File: config.mk
export PLATFORM = sky130hd
export DESIGN_NAME = lfsr_prng
export DESIGN_NICKNAME = d
export VERILOG_FILES = /design/src/rtl/lfsr_prng.sv
export SDC_FILE = /design/constraint.sdc
export NUM_CORES = 1
export LEC_CHECK = 0
export BUFFER_PORTS_ARGS = -buffer_cell sky130_fd_sc_hd__buf_4
export CAP_MARGIN = 0
export CORE_MARGIN = 4
export CORE_UTILIZATION = 30
export CTS_CLUSTER_DIAMETER = 40
export DETAILED_ROUTE_END_ITERATION = 6
export GPL_ROUTABILITY_DRIVEN = 0
export GPL_TIMING_DRIVEN = 0
export PLACE_DENSITY = 0.58
export SLEW_MARGIN = 20
export SYNTH_ARGS = -nofsm -noshare
export SYNTH_HDL_FRONTEND = slang
export SYNTH_SLANG_ARGS = --single-unit
File: constraint.sdc
create_clock -name clk_i -period 2.8 [get_ports clk_i]
set_input_delay 0.84 -clock clk_i [delete_from_list [all_inputs] [get_ports clk_i]]
set_output_delay 0.84 -clock clk_i [all_outputs]
set_load 0.05 [all_outputs]
File: src/rtl/lfsr_prng.sv
// lfsr_prng: parametrised Fibonacci LFSR random word source with valid/ready output and reseed
module lfsr_prng #(
    parameter int               WIDTH        = 32,
    parameter int               OUT_W        = 8,
    parameter logic [WIDTH-1:0] DEFAULT_SEED = WIDTH'(64'hDEAD_BEEF),
    parameter int               CNT_W        = 16
) (
    input  logic             clk_i,
    input  logic             rst_ni,
    input  logic             seed_load_i,
    input  logic [WIDTH-1:0] seed_i,
    output logic [OUT_W-1:0] d_o,
    output logic             valid_o,
    input  logic             ready_i,
    output logic             zero_fix_o,
    output logic [CNT_W-1:0] count_o
);
    localparam logic [63:0] TAPS_ALL =
        (WIDTH == 8)  ? 64'h0000_0000_0000_00B8 :
        (WIDTH == 16) ? 64'h0000_0000_0000_D008 :
        (WIDTH == 24) ? 64'h0000_0000_00E1_0000 :
        (WIDTH == 32) ? 64'h0000_0000_8020_0003 :
                        64'hD800_0000_0000_0000;
    localparam logic [WIDTH-1:0] TAPS = TAPS_ALL[WIDTH-1:0];

    generate
        if (WIDTH != 8 && WIDTH != 16 && WIDTH != 24 && WIDTH != 32 && WIDTH != 64) begin : g_bad_width
            $error("lfsr_prng: WIDTH must be 8, 16, 24, 32 or 64");
        end
        if (OUT_W < 1 || OUT_W > WIDTH) begin : g_bad_out_w
            $error("lfsr_prng: OUT_W must be in 1..WIDTH");
        end
        if (DEFAULT_SEED == '0) begin : g_bad_seed
            $error("lfsr_prng: DEFAULT_SEED must be nonzero");
        end
    endgenerate

    typedef enum logic {FILL, HOLD} state_e;

    state_e           state_q, state_d;
    logic [WIDTH-1:0] s_q, s_d, s_adv;
    logic [OUT_W-1:0] word, d_d;
    logic [CNT_W-1:0] cnt_d;
    logic             fb, zfix_d, hs, seed_zero;

    assign valid_o   = state_q == HOLD;
    assign hs        = valid_o && ready_i;
    assign seed_zero = seed_i == '0;

    // Unroll OUT_W steps: word bit i is the feedback of step i, s_adv is the state after all of them
    always_comb begin
        fb    = 1'b0;
        s_adv = s_q;
        word  = '0;
        for (int i = 0; i < OUT_W; i++) begin
            fb      = ^(s_adv & TAPS);
            word[i] = fb;
            s_adv   = {s_adv[WIDTH-2:0], fb};
        end
    end

    // Next state: seed load beats lock-up recovery, which beats word generation
    always_comb begin
        state_d = state_q;
        s_d     = s_q;
        d_d     = d_o;
        zfix_d  = 1'b0;
        cnt_d   = count_o + CNT_W'(hs);
        if (seed_load_i) begin
            s_d     = seed_zero ? DEFAULT_SEED : seed_i;
            zfix_d  = seed_zero;
            state_d = FILL;
        end else if (s_q == '0) begin
            s_d     = DEFAULT_SEED;
            zfix_d  = 1'b1;
            state_d = FILL;
        end else if (state_q == FILL || ready_i) begin
            s_d     = s_adv;
            d_d     = word;
            state_d = HOLD;
        end
    end

    // Registers for FSM, LFSR state, output word, zero-fix pulse and handshake counter
    always_ff @(posedge clk_i) begin
        if (!rst_ni) begin
            state_q    <= FILL;
            s_q        <= DEFAULT_SEED;
            d_o        <= '0;
            zero_fix_o <= 1'b0;
            count_o    <= '0;
        end else begin
            state_q    <= state_d;
            s_q        <= s_d;
            d_o        <= d_d;
            zero_fix_o <= zfix_d;
            count_o    <= cnt_d;
        end
    end
endmodule
; After elaboration in Yosys (flattened, before gate mapping)
; Cells that the tools add are included.
; W data, S select, Z words.
[word_totals]
input_bits = 36
output_inout_bits = 26
register_bits = 58
[op_classes]
n_bitwise = 4
n_mux = 6
add_sub_neg = 1
reduce_logical = 15
[ops]
columns = op, count
row1 = $reduce_xor A32 Y1, 8
row2 = $mux W32, 4
row3 = $logic_not A32 Y1, 2
row4 = $add A16 B1 Y16, 1
row5 = $not A1 Y1, 4
row6 = $reduce_and A3 Y1, 1
row7 = $reduce_bool A3 Y1, 1
row8 = $reduce_or A3 Y1, 1
row9 = $mux W1, 2
row10 = $logic_and A1 B1 Y1, 1
row11 = $logic_or A1 B1 Y1, 1

; Longest topological paths before layout
[depth]
ltp_word = 11
depth_mapped = 8
mapped_depth_nobuf = 7

; Worst setup path before layout
; No wires, ideal clock.
[synth_path]
path_kind = reg-to-reg
from = reg s_q[0]
to = reg s_q[0]
path_slack_ns = 0.591
setup_ns = 0.138
required_time_ns = 2.662
n_path_buf = 0
stages_incl_launch_ff = 8
period_less_slack_ns = 2.209
arrival_ns = 2.070
path_cell_list = dfxtp_1 -> inv_1 -> ha_1 -> xnor3_2 -> xnor3_2 -> xnor3_1 -> a21oi_2 -> o221ai_2
[synth_via]
elab_chain_cells = 11
elab_cells_between_ends = 13
cone_classes = mux: 3 / reduce/logical: 10
[synth_rtl]
columns = element, line_no
row1 = "start, declared", 41  ; logic [WIDTH-1:0] s_q, s_d, s_adv;
row2 = "start signal, assigned", 88  ; s_q <= DEFAULT_SEED;
row3 = "start signal, assigned", 94  ; s_q <= s_d;
row4 = $reduce_xor A32 Y1 (8 in a row), 56  ; fb = ^(s_adv & TAPS);
row5 = $mux W32, 77  ; end else if (state_q == FILL || ready_i) begin
row6 = $mux W32, 73  ; end else if (s_q == '0) begin
row7 = $mux W32, 69  ; if (seed_load_i) begin
; Several ways; a longest one is shown, not always the timed one. The select of a mux whose other input is x is not followed.
; A chain may end at the register's enable or synchronous reset.

; Worst setup path after layout
[layout_path]
from = in seed_i[1]
to = reg s_q[17]
[layout_via]
elab_chain_cells = 3
[layout_rtl]
columns = element, line_no
row1 = "start, declared", 11  ; input logic [WIDTH-1:0] seed_i,
row2 = $logic_not A32 Y1, 48  ; assign seed_zero = seed_i == '0;
row3 = $mux W32, 70  ; s_d = seed_zero ? DEFAULT_SEED : seed_i;
row4 = $mux W32, 69
; Every way passes these cells.

==> flow_summary.toml <==
[run_status]
status = "completed"

[drt]
drc = 0
routed_via_density = 5.209
drt-total-wl_mm = 8.487
dr.pass1.iters = 4
routedWlPerCell_um = 16.54
ant_nets = 0
drtIter0Drc = 220
vias = 2672

[logic_synthesis]
syn-num-nets = 371
syn_inst = 332
ys_seq_area_share_pct = 41.45
ys_top_cells_by_area = "dfxtp_1 41%, nor2_1 7.4%, o211ai_1 5.9%"
synth_top_area_share_pct = 41.45
avgSynthCellArea_um2 = 8.438
syn_area_um2 = 2801
yosysUniqueCellTypes = 34
yosysTopAreaCell = "dfxtp_1"
yosysWarningCount = 0
synth_seq_cells = 58

[die]
core_um2 = 8891
die-area_um2 = 10950
start_util_pct = 31.51
rows = 34
pin_count = 62
die_y_um = 104.6
die_w_um = 104.6

[cells_and_area]
post-route-util_pct = 39.88
area_growth_pct = 26.57
layout.cells.non_filler = 513
fillers = 899
nNetsFinal = 442
drive_gt1_share_pct = 19.01
diodes = 0

[timing]
slew_headroom_pct = 61.39
finalHoldViolCount = 0
timing.final.crit_share_pct = 91.50
fmax_ghz = 0.3903
worst_pin_slew_ps = 575.3
rsz0062_at_grt = "false"
finalMaxSlewViolations = 0
min_period_ps = 2562
timing.hold.ws_ps = 455.5
fin_skew_ps = 8.292
setup_viol = 0
setup_ws_ps = 237.9

[grt]
grt_pass1_wl_mm = 13.70
grt_max_degree = 11
use_met3_pct = 5.610
top_usage_layer = "met2"
antenna_found_initial = 0
use_met2_pct = 24.12
met1_usage_pct = 20.37
track_usage_pct = 15.83
grt-ovfl-total = 0
grt_pass1_vias = 2738

[clock_tree]
postCtsSetupBuffers = 0
cts_tree = "yes"
cts_buffers = 9
ctsHoldBuffers = 0
clockBufferDepth = 2
ctsResizeCount = 0
clock-root-buffer = "clkbuf_8"
clock_latency_ps = 340
cts_sinks = 58
path_clk_slew_ps = 60
htreeDepth = 3

[worst_setup_path]
worstSetupStartpointType = "input port"
end_kind = "register"
crit_start = "seed_i[1]"
crit_type = "input port to register"
cp_max_fo = 10
reg2reg_depth = 8
worstReg2RegStart = "s_q[0]$_SDFFE_PN1P_"
reg2reg_slack_ps = 260
arrival_ps = 2790
worstPathRequired_ps = 3030
r2r_end = "s_q[1]$_SDFFE_PN1P_"

[run]
drv_cap = 0

[place]
io_buffer_count = 60
placed_cells = 500
dp_slack_ps = -127.0
hpwl_mm = 6.537

[min_path]
whs_path_depth = 2
worstHoldStart = "d_o[7]$_SDFFE_PN0P_"
hold_class = "register to register"
hold_end = "d_o[7]$_SDFFE_PN0P_"

[power]
power_density_nw_per_um2 = 761.5
peakVddDrop_uv = 283.8
total_leakage_power_nw = 1.515
## cell usage after synthesis
library cell	instances
clkbuf_1	20
ha_1	3
nor2b_1	1
o22ai_1	9
a211oi_1	3
xnor3_1	3
a21oi_2	1
nand3_1	6
inv_1	15
and2_0	1
nand2b_1	2
mux2i_1	4
nand4_1	8
nand2_1	29
nor4_1	14
nor3_1	2
xor2_1	15
a21oi_1	23
xnor2_1	12
o211ai_1	22
o221ai_2	1
o211a_1	9
and2_1	3
xnor3_2	2
or2_2	1
buf_2	1
and4_1	1
nor4b_1	1
nor2_1	55
o221ai_1	1
o21ai_1	2
dfxtp_1	58
and3_1	3
buf_1	1
## where the power goes
part	total (W)	internal, W	switching, W
logic	0.00101	0.000437	0.000569
clock network	0.000665	0.000355	0.000310
registers	0.00103	0.000934	0.0000950
total	0.00270	0.00173	0.000974
## cell families after synthesis
logic type	Yosys count	share of synthesized area [%]
xor gates and xnor gates	32	12.55
adders and majority gates	3	1.340
muxes	4	1.429
buffers and inverters	37	5.002
and+or+nand+nor	127	20.68
DFF	58	41.45
AOI/OAI and AO/OA	71	17.55
## per-stage QoR
step | cell area (um^2) | setup TNS [ps] | total power (W)
finish | 3546 | 0 | 0.002700
global route | 3546 | 0 | 0.002837
CTS | 3546 | 0 | 0.002712
detailed placement | 3387 | -1709 | 0.002046
global placement | 3387 | -724.3 | 0.002033
floorplan | 2801 | 0 | 0.001745
## worst max-delay path, cell delays in order
cell and delay [ps]:
buf_4 110, nor4_1 450, nand4_1 190, o21ai_1 430, clkbuf_1 480, o22ai_1 140, o211a_1 140
## cell usage in the layout, fill, tap and decap left out, drive strengths merged, types with 12 or more instances in the layout
| cell | count |
|---|---|
| a21oi | 24 |
| buf | 62 |
| clkbuf | 33 |
| dfxtp | 58 |
| inv | 15 |
| nand2 | 29 |
| nor2 | 55 |
| nor4 | 14 |
| o211ai | 22 |
| xnor2 | 12 |
| xor2 | 15 |
## state kept, by name, indices dropped and copies added, names as in the netlist
register,flops
count_o,16
d_o,8
valid_o,1
s_q,32
zero_fix_o,1
## worst max-delay path by stage
stage               cells after the start                   end  slack [ps]
detailed placement                      7   s_q[4]$_SDFFE_PN0P_        -130
CTS                                     7   s_q[4]$_SDFFE_PN0P_         240
floorplan                               7   s_q[0]$_SDFFE_PN1P_         590
global placement                        7  s_q[28]$_SDFFE_PN1P_         -90
finish                                  7  s_q[17]$_SDFFE_PN0P_         240
global route                            7  s_q[30]$_SDFFE_PN1P_         110
## layer usage
metal  wire, um  part of all wire (%)  vias up
li1           -                     -     1300
met1       3771                    44     1216
met2       3767                    44      137
met3        754                   8.9       19
met4        193                   2.3        0
met5          0                     0        -
## cell type report
cell class	instances	area, um^2	area share [%]
buffer	22	83.83	2.364
clock buffer	13	158.9	4.481
inverter	15	56.30	1.588
multi-input combinational	237	1500	42.31
sequential	58	1161	32.75
tap	108	135.1	3.811
timing repair buffer	60	450.4	12.70
No activity file was read; power rests on OpenSTA's default activity.
